## src/rtl/mem_port_arbiter_pkg.sv

```systemverilog
// Shared types and constants for the instruction-fetch / load-store memory port arbiter.
package mem_arb_pkg;

    typedef enum logic [1:0] {
        IDLE   = 2'd0,
        ACCESS = 2'd1,
        RESP   = 2'd2
    } state_e;

    localparam logic REQ_IF = 1'b0;
    localparam logic REQ_LS = 1'b1;

    localparam logic [1:0] ALIGN_MASK = 2'b11;

    function automatic logic is_misaligned(input logic [1:0] lsb);
        return (lsb & ALIGN_MASK) != 2'b00;
    endfunction

endpackage

```

## src/rtl/mem_port_arbiter_if.sv

```systemverilog
// Requester handshakes and memory strobes of the shared memory port, bundled as one interface.
interface mem_port_arbiter_if #(
    parameter int ADDR_W = 32,
    parameter int DATA_W = 32
);
    logic              if_req;
    logic [ADDR_W-1:0] if_addr;
    logic              if_gnt;
    logic              if_rvalid;
    logic [DATA_W-1:0] if_rdata;

    logic              ls_req;
    logic              ls_we;
    logic [ADDR_W-1:0] ls_addr;
    logic [DATA_W-1:0] ls_wdata;
    logic              ls_gnt;
    logic              ls_rvalid;
    logic [DATA_W-1:0] ls_rdata;
    logic              ls_err;

    logic [ADDR_W-1:0] mem_addr;
    logic [DATA_W-1:0] mem_wdata;
    logic              mem_rd_en;
    logic              mem_wr_en;
    logic [DATA_W-1:0] mem_rdata;

    logic              busy;

    modport slave (
        input  if_req, if_addr, ls_req, ls_we, ls_addr, ls_wdata, mem_rdata,
        output if_gnt, if_rvalid, if_rdata, ls_gnt, ls_rvalid, ls_rdata, ls_err,
               mem_addr, mem_wdata, mem_rd_en, mem_wr_en, busy
    );

    modport master (
        output if_req, if_addr, ls_req, ls_we, ls_addr, ls_wdata, mem_rdata,
        input  if_gnt, if_rvalid, if_rdata, ls_gnt, ls_rvalid, ls_rdata, ls_err,
               mem_addr, mem_wdata, mem_rd_en, mem_wr_en, busy
    );

endinterface

```

## src/rtl/mem_lat_counter.sv

```systemverilog
// Counts the cycles of one memory access; flags the first and the last (MEM_LAT-th) cycle.
module mem_lat_counter #(
    parameter int MEM_LAT = 1
) (
    input  logic clk,
    input  logic rst,
    input  logic clr_i,
    input  logic en_i,
    output logic first_o,
    output logic last_o
);
    localparam int CNT_W = $clog2(MEM_LAT + 1);
    localparam logic [CNT_W-1:0] LAST = CNT_W'(MEM_LAT - 1);

    logic [CNT_W-1:0] cnt_q, cnt_d;

    always_comb begin
        cnt_d = cnt_q;
        if (clr_i) begin
            cnt_d = '0;
        end else if (en_i && (cnt_q != LAST)) begin
            cnt_d = cnt_q + CNT_W'(1);
        end
    end

    always_ff @(posedge clk or posedge rst) begin
        if (rst) begin
            cnt_q <= '0;
        end else begin
            cnt_q <= cnt_d;
        end
    end

    assign first_o = (cnt_q == '0);
    assign last_o  = (cnt_q == LAST);

endmodule

```

## src/rtl/mem_port_arbiter.sv

```systemverilog
// Shares one memory port between fetch and load/store: load/store priority with an
// anti-starvation streak limit, MEM_LAT-cycle access sequencing and one-cycle responses.
module mem_port_arbiter
    import mem_arb_pkg::*;
#(
    parameter int ADDR_W   = 32,
    parameter int DATA_W   = 32,
    parameter int MEM_LAT  = 1,
    parameter int FAIR_MAX = 4
) (
    input  logic               ctrl_clk,
    input  logic               ctrl_rst,
    mem_port_arbiter_if.slave  bus
);
    localparam int STRK_W = $clog2(FAIR_MAX + 1);
    localparam logic [STRK_W-1:0] STRK_MAX = STRK_W'(FAIR_MAX);

    state_e            state_q, state_d;
    logic [STRK_W-1:0] streak_q, streak_d;
    logic [ADDR_W-1:0] addr_q, addr_d;
    logic [DATA_W-1:0] wdata_q, wdata_d;
    logic              we_q, we_d;
    logic              id_q, id_d;
    logic              mis_q, mis_d;
    logic [DATA_W-1:0] if_rdata_q, if_rdata_d;
    logic [DATA_W-1:0] ls_rdata_q, ls_rdata_d;

    logic arb, win_ls, win_if, ls_mis;
    logic lat_clr, lat_en, lat_first, lat_last;

    mem_lat_counter #(.MEM_LAT(MEM_LAT)) u_lat (
        .clk     (ctrl_clk),
        .rst     (ctrl_rst),
        .clr_i   (lat_clr),
        .en_i    (lat_en),
        .first_o (lat_first),
        .last_o  (lat_last)
    );

    // Grants are masked during reset so every output reads 0 while it is held.
    assign arb    = !ctrl_rst && ((state_q == IDLE) || (state_q == RESP));
    assign ls_mis = is_misaligned(bus.ls_addr[1:0]);
    assign win_ls = bus.ls_req && !(bus.if_req && (streak_q == STRK_MAX));
    assign win_if = bus.if_req && !win_ls;

    always_comb begin
        state_d    = state_q;
        streak_d   = streak_q;
        addr_d     = addr_q;
        wdata_d    = wdata_q;
        we_d       = we_q;
        id_d       = id_q;
        mis_d      = mis_q;
        if_rdata_d = if_rdata_q;
        ls_rdata_d = ls_rdata_q;
        lat_clr    = 1'b0;
        lat_en     = 1'b0;

        case (state_q)
            IDLE, RESP: begin
                state_d = IDLE;
                if (win_ls) begin
                    // A misaligned access never reaches memory, so the memory-facing
                    // address/data latches keep their previous contents.
                    state_d = ls_mis ? RESP : ACCESS;
                    id_d    = REQ_LS;
                    we_d    = bus.ls_we;
                    mis_d   = ls_mis;
                    lat_clr = 1'b1;
                    if (!ls_mis) begin
                        addr_d  = bus.ls_addr;
                        wdata_d = bus.ls_wdata;
                    end
                    if (!bus.if_req) begin
                        streak_d = '0;
                    end else if (streak_q != STRK_MAX) begin
                        streak_d = streak_q + STRK_W'(1);
                    end
                end else if (win_if) begin
                    state_d  = ACCESS;
                    id_d     = REQ_IF;
                    we_d     = 1'b0;
                    mis_d    = 1'b0;
                    addr_d   = bus.if_addr;
                    lat_clr  = 1'b1;
                    streak_d = '0;
                end
            end
            ACCESS: begin
                lat_en = 1'b1;
                if (lat_last) begin
                    state_d = RESP;
                    if (!we_q) begin
                        if (id_q == REQ_LS) ls_rdata_d = bus.mem_rdata;
                        else                if_rdata_d = bus.mem_rdata;
                    end
                end
            end
            default: state_d = IDLE;
        endcase
    end

    always_ff @(posedge ctrl_clk or posedge ctrl_rst) begin
        if (ctrl_rst) begin
            state_q    <= IDLE;
            streak_q   <= '0;
            addr_q     <= '0;
            wdata_q    <= '0;
            we_q       <= 1'b0;
            id_q       <= REQ_IF;
            mis_q      <= 1'b0;
            if_rdata_q <= '0;
            ls_rdata_q <= '0;
        end else begin
            state_q    <= state_d;
            streak_q   <= streak_d;
            addr_q     <= addr_d;
            wdata_q    <= wdata_d;
            we_q       <= we_d;
            id_q       <= id_d;
            mis_q      <= mis_d;
            if_rdata_q <= if_rdata_d;
            ls_rdata_q <= ls_rdata_d;
        end
    end

    assign bus.if_gnt    = arb && win_if;
    assign bus.ls_gnt    = arb && win_ls;
    assign bus.if_rvalid = (state_q == RESP) && (id_q == REQ_IF);
    assign bus.ls_rvalid = (state_q == RESP) && (id_q == REQ_LS);
    assign bus.ls_err    = bus.ls_rvalid && mis_q;
    assign bus.if_rdata  = if_rdata_q;
    assign bus.ls_rdata  = ls_rdata_q;
    assign bus.mem_addr  = addr_q;
    assign bus.mem_wdata = wdata_q;
    // Strobes decode straight from state so an asynchronous reset drops them at once.
    assign bus.mem_rd_en = (state_q == ACCESS) && !we_q;
    assign bus.mem_wr_en = (state_q == ACCESS) && we_q && lat_first;
    assign bus.busy      = (state_q != IDLE);

endmodule

```

## src/flat_wrapper.sv

```systemverilog
// flat-port wrapper written by rule: the top's interface ports become plain ports
module mem_port_arbiter_flat import mem_arb_pkg::*;
#(
    parameter int ADDR_W   = 32,
    parameter int DATA_W   = 32,
    parameter int MEM_LAT  = 1,
    parameter int FAIR_MAX = 4
)
  (ctrl_clk, ctrl_rst, bus_if_req, bus_if_addr, bus_ls_req, bus_ls_we, bus_ls_addr, bus_ls_wdata, bus_mem_rdata, bus_if_gnt, bus_if_rvalid, bus_if_rdata, bus_ls_gnt, bus_ls_rvalid, bus_ls_rdata, bus_ls_err, bus_mem_addr, bus_mem_wdata, bus_mem_rd_en, bus_mem_wr_en, bus_busy);
  mem_port_arbiter_if #(.ADDR_W(ADDR_W), .DATA_W(DATA_W)) bus_i ();
  input  logic ctrl_clk;
  input  logic ctrl_rst;
  input wire logic [$bits(bus_i.if_req)-1:0] bus_if_req;
  input wire logic [$bits(bus_i.if_addr)-1:0] bus_if_addr;
  input wire logic [$bits(bus_i.ls_req)-1:0] bus_ls_req;
  input wire logic [$bits(bus_i.ls_we)-1:0] bus_ls_we;
  input wire logic [$bits(bus_i.ls_addr)-1:0] bus_ls_addr;
  input wire logic [$bits(bus_i.ls_wdata)-1:0] bus_ls_wdata;
  input wire logic [$bits(bus_i.mem_rdata)-1:0] bus_mem_rdata;
  output wire logic [$bits(bus_i.if_gnt)-1:0] bus_if_gnt;
  output wire logic [$bits(bus_i.if_rvalid)-1:0] bus_if_rvalid;
  output wire logic [$bits(bus_i.if_rdata)-1:0] bus_if_rdata;
  output wire logic [$bits(bus_i.ls_gnt)-1:0] bus_ls_gnt;
  output wire logic [$bits(bus_i.ls_rvalid)-1:0] bus_ls_rvalid;
  output wire logic [$bits(bus_i.ls_rdata)-1:0] bus_ls_rdata;
  output wire logic [$bits(bus_i.ls_err)-1:0] bus_ls_err;
  output wire logic [$bits(bus_i.mem_addr)-1:0] bus_mem_addr;
  output wire logic [$bits(bus_i.mem_wdata)-1:0] bus_mem_wdata;
  output wire logic [$bits(bus_i.mem_rd_en)-1:0] bus_mem_rd_en;
  output wire logic [$bits(bus_i.mem_wr_en)-1:0] bus_mem_wr_en;
  output wire logic [$bits(bus_i.busy)-1:0] bus_busy;
  assign bus_i.if_req = bus_if_req;
  assign bus_i.if_addr = bus_if_addr;
  assign bus_i.ls_req = bus_ls_req;
  assign bus_i.ls_we = bus_ls_we;
  assign bus_i.ls_addr = bus_ls_addr;
  assign bus_i.ls_wdata = bus_ls_wdata;
  assign bus_i.mem_rdata = bus_mem_rdata;
  assign bus_if_gnt = bus_i.if_gnt;
  assign bus_if_rvalid = bus_i.if_rvalid;
  assign bus_if_rdata = bus_i.if_rdata;
  assign bus_ls_gnt = bus_i.ls_gnt;
  assign bus_ls_rvalid = bus_i.ls_rvalid;
  assign bus_ls_rdata = bus_i.ls_rdata;
  assign bus_ls_err = bus_i.ls_err;
  assign bus_mem_addr = bus_i.mem_addr;
  assign bus_mem_wdata = bus_i.mem_wdata;
  assign bus_mem_rd_en = bus_i.mem_rd_en;
  assign bus_mem_wr_en = bus_i.mem_wr_en;
  assign bus_busy = bus_i.busy;
  mem_port_arbiter #(.ADDR_W(ADDR_W), .DATA_W(DATA_W), .MEM_LAT(MEM_LAT), .FAIR_MAX(FAIR_MAX)) u_core (.ctrl_clk(ctrl_clk), .ctrl_rst(ctrl_rst), .bus(bus_i));
endmodule
```

## config.mk

```make
export PLATFORM = sky130hd
export DESIGN_NAME = mem_port_arbiter_flat
export DESIGN_NICKNAME = d
export VERILOG_FILES = /design/src/rtl/mem_port_arbiter_pkg.sv /design/src/rtl/mem_port_arbiter_if.sv /design/src/rtl/mem_lat_counter.sv /design/src/rtl/mem_port_arbiter.sv /design/src/flat_wrapper.sv
export SDC_FILE = /design/constraint.sdc
export NUM_CORES = 1
export LEC_CHECK = 0
export CORE_UTILIZATION = 45
export DETAILED_ROUTE_END_ITERATION = 6
export PLACE_DENSITY = 0.87
export SKIP_LAST_GASP = 1
export SYNTH_ARGS = -nofsm -noshare
export SYNTH_HDL_FRONTEND = slang
export SYNTH_SLANG_ARGS = --single-unit
```

## constraint.sdc

```tcl
create_clock -name ctrl_clk -period 12.8 [get_ports ctrl_clk]
set_input_delay 1.28 -clock ctrl_clk [delete_from_list [all_inputs] [get_ports ctrl_clk]]
set_output_delay 1.28 -clock ctrl_clk [all_outputs]
set_load 0.05 [all_outputs]
```

Yosys cells after proc, flatten, opt, wreduce, memory -nomap -nowiden
Index checks and enable logic that the tools add are counted.

Bits of input ports: 133. Register bits: 137. Logic and storage cells: 75. Output and inout port bits: 136.

Bitwise operators: 4. Muxes and demuxes: 22. Equality and inequality tests: 7. $add $sub $neg: 2. Reductions and logical operators: 30.

Operator list (count): $mux W32 (3); $logic_and A1 B1 Y1 (13); $mux W3 (4); $mux W1 (11); $reduce_and A3 Y1 (3); $reduce_and A4 Y1 (2); $reduce_bool A2 Y1 (4); $mux W2 (3); $ne A3 B3 Y1 const B (2); $logic_not A1 Y1 (4); $ne A2 B2 Y1 const B (2); $not A1 Y1 (4); $pmux W2 S2 (1); $add A3 B1 Y3 const B (1); $eq A3 B3 Y1 const B (1); $eq A2 B1 Y1 const B (1); $eq A2 B2 Y1 const B (1); $logic_not A2 Y1 (1); $reduce_and A2 Y1 (1); $reduce_or A2 Y1 (1); $add A1 B1 Y1 const B (1); $logic_or A1 B1 Y1 (1).

Depth between registers and ports, before layout
Depth after elaboration: 10. Mapped depth: 8. Depth with buffers taken out: 6.

Modules after synthesis
A second synthesis with hierarchy kept.

Cells, all modules: 361. Area total of the unflattened synthesis: 5714.2 sq um.

By module, submodules not included: mem_port_arbiter (seq. area each 3403.3 sq um, times used 1, area an instance 5661.7 sq um, cells an instance 356); mem_lat_counter (seq. area each 25.0 sq um, times used 1, area an instance 52.6 sq um, cells an instance 5).

Worst setup path after synthesis
OpenSTA, ideal clock, no wires.

Path kind: input to output. Start point: in ctrl_rst. End point: out bus_if_gnt. Path slack: 6.699 ns. Data required time: 11.520 ns. Stages on the path: 2. Path buffers: 0. Data arrival time: 4.821 ns. Cells stage by stage: inv_1 > and2_1.

Longest elaborated chain between the ends: 3.

Ends and longest elaborated chain: start, declared (RTL line flat_wrapper.sv:12) `input logic ctrl_rst;`; $logic_not A1 Y1 (RTL line mem_port_arbiter.sv:41) `assign arb = !ctrl_rst && ((state_q == IDLE) || (state_q == RESP));`; $logic_and A1 B1 Y1 (RTL line mem_port_arbiter.sv:41); $logic_and A1 B1 Y1 (RTL line mem_port_arbiter.sv:127) `assign bus.if_gnt = arb && win_if;`; end, declared (RTL line flat_wrapper.sv:20) `output wire logic [$bits(bus_i.if_gnt)-1:0] bus_if_gnt;`.

Every way passes these cells.

Worst setup path in the final report
Ends and elaborated chain as after synthesis.

==> metrics <==
status=complete, no violations; number of antenna violations at the first check in global routing=0; post-synthesis async set-or-reset flop share=1.00; fraction of layout cells with a size suffix above 1=0.309; number of stages on the worst hold path=1; deepest clock path buffer count=2; Die W=around 120 um; Max VDD drop=approximately 0.12 mV; die area=0.0134 sq mm; 1st-pass router iterations=6; Final Cell Area=between 0.009 and 0.01 sq mm; dominant register cell in the synthesized netlist=dfrtp_1; cell row count=41; Setup Fix Bufs, Post-CTS=0; worst flop-to-flop path startpoint=u_core.streak_q[0]; vias in the first global route=4314; post-layout net count=771; total of warnings raised by yosys=0; Synth Net Count=about 500; # H-tree levels=4; Reg2Reg Capture Point=u_core.bus.mem_addr[13]; Area growth syn-to-layout=58.3%; total grt overflow=0; TritonCTS clock tree=built; type of the worst min-delay path=flop to flop; Critical Path End Type=output port; peak clock frequency supported by timing=around 200 MHz; GRT Resource Usage Total=0.216; I/O Buffers=approximately 270; pin count of the biggest net entering global routing=87; Final Wtd Congestion=roughly 0.73; multi-input logic area=roughly 0.0022 sq mm; clock tree root buffer cell=clkbuf_16; via-per-instance ratio=between 4 and 5; mux share of post-synthesis cell area=0.328; area of the mapped netlist=between 0.005 and 0.006 sq mm; CTS buffer count=17; share of synthesized cell area in full adder, half adder and majority cells=0.00430; first-pass GRT wire length=21500 um; final antenna diode count=0; number of synthesized flops with an enable pin=0; post-synth cell types=35; accumulated negative setup slack=0 ns; fill cell count=851; Reg area=between 0.003 and 0.004 sq mm; Mapped Cells=between 300 and 400; later-pin clock latency in the skew report=roughly 0.42 ns; setup clock skew after layout=~0.006 ns; initial core utilization=0.461; final critical path time including I/O delays and setup=4.88 ns; Cell Pwr Density=around 250 mW/mm^2; Slew Limit Headroom=0.297; via count=about 4000; worst r2r path cells=6; syn avg cell area=about 16 sq um; Initial DRC Count=169; Reg2Reg Setup Slack=roughly 10 ns; Fin. Hold Viols=0; Floorplan Core Area=approximately 0.013 sq mm; Leak Pwr=slightly below 4 nW; count of instances resized after the clock tree is built=0; arrival time worst endpoint=3.60 ns; dpl hpwl=around 10000 um; routed wire length=14100 um; maximum fanout count along the critical path=86; count of final max-slew check failures=0; kind of start point of the critical path=input port; Compound-Gate Fraction of Synth Area=0.0142; post-synth top area share=0.589; Worst EP required=about 12 ns; type of the worst setup path=input port to output port; number of top-level pins=269; portion of the post-synthesis area used by sequential elements=0.589; largest family of logic cells by synthesized area=multiplexers; synthesized flop and latch total=137; fraction of the mapped netlist area in simple logic gates=0.0350; number of maximum-capacitance constraint violations=0; slew of the pin with the lowest slew margin=around 1.1 ns; DR DRC count=0; DP Area=between 0.008 and 0.009 sq mm; unrepaired setup endpoints after global routing=no; number of hold buffers added after CTS=0; xor/xnor cell area share of the yosys netlist=0; clock-pin slew on the worst setup and hold paths=about 0.050 ns; post-DR wirelength/cell=~17 um; dominant cell type by area after synthesis=dfrtp_1; final antenna-violating net count=0; worst setup path startpoint=ctrl_rst; CP endpoint=bus_if_gnt; final setup vio count=0; leading cell types by total area after synthesis=dfrtp_1 59%, mux2_2 25%, mux2_4 7.5%, buf_6 1.9%, mux2_1 0.77%; fin crit share=0.382; Sink Count=approximately 140; chip height=116 um
==> critical path: stages <==
cell	delay (ns)
clkdlybuf4s50_1	0.46
inv_4	0.73
and2_1	0.28
clkdlybuf4s50_1	0.81
==> cell usage in the layout (no fill, tap or decap), types with 2 or more instances in the layout <==
master             n
mux2_4            29
nand2_1            8
clkdlybuf4s50_1  268
nor3_1             2
inv_1              3
mux2_2           127
nand2b_1           2
o31ai_1            2
mux2_1             4
and2_1             2
nor3b_1            3
dfrtp_1          137
buf_4              3
clkinv_2           4
ha_1               2
o21ai_0            2
bufinv_16          4
clkinvlp_4         5
nor2_1             3
clkbuf_16         17
a21oi_1            3
==> metrics by stage <==
stage                     utilization  hold slack (ns)  cells  setup WS (ns)  power (mW)
after global routing            0.730            0.497    820           7.68        2.37
after global placement          0.681            0.461    789           7.91        1.76
after floorplan                     -            0.440    363           6.70        1.38
after CTS                       0.730            0.489    820           7.84        2.30
final                           0.730            0.488    820           7.92        2.28
after detailed placement        0.681            0.475    789           7.88        1.79
==> Yosys cell counts, types with 3 or more instances <==
| cell | n |
|---|---|
| mux2_2 | 127 |
| nor3b_1 | 3 |
| buf_4 | 3 |
| mux2_1 | 4 |
| mux2_4 | 29 |
| inv_1 | 4 |
| nor2_1 | 3 |
| nand2_1 | 8 |
| dfrtp_1 | 137 |
| buf_6 | 10 |
| a21oi_1 | 3 |
| buf_2 | 3 |
==> area by class of cell <==
class	instances	share of cell area
clock buffer	18	0.0477
clock inverter	13	0.0193
inverter	4	0.00190
multi-input combinational	205	0.242
sequential	137	0.372
tap	172	0.0234
timing repair buffer	271	0.294
==> per-layer routing <==
layer / GRT usage / vias up / share of wire
met5: 0 / - / 0
met4: 0.108 / 0 / 0.028
met3: 0.0727 / 27 / 0.071
met2: 0.388 / 165 / 0.54
met1: 0.226 / 1988 / 0.36
li1: - / 1839 / -
==> sequential cells by signal (all words and copies together), names as in the netlist <==
name,flops
u_core.bus.mem_addr,32
u_core.bus.if_rdata,32
u_core.mis_q,1
u_core.streak_q,3
u_core.state_q,2
u_core.bus.mem_wdata,32
u_core.u_lat.cnt_q,1
u_core.bus.ls_rdata,32
u_core.id_q,1
u_core.we_q,1
==> logic make-up after synthesis <==
logic type	Yosys count
AOI/OAI and AO/OA	12
adders and majority gates	2
buffers and inverters	21
DFF	137
muxes	160
and+or+nand+nor	31
==> how the worst min path moves through the flow <==
stage	from	to	slack (ns)
after floorplan	u_core.mis_q	u_core.mis_q	0.44
after global placement	u_core.mis_q	u_core.mis_q	0.46
after detailed placement	u_core.mis_q	u_core.mis_q	0.48
after CTS	u_core.bus.if_rdata[24]	u_core.bus.if_rdata[24]	0.49
after global routing	u_core.bus.if_rdata[24]	u_core.bus.if_rdata[24]	0.50
final	u_core.bus.if_rdata[24]	u_core.bus.if_rdata[24]	0.49
==> power breakdown <==
group          total, mW  switching (mW)  leakage (nW)  internal [mW]
registers          0.667          0.0814          1.63          0.585
clock network      0.506           0.178         0.290          0.328
logic               1.11           0.696          1.97          0.412
total               2.28           0.956          3.89           1.33
Power figures use the tool's default switching activity.
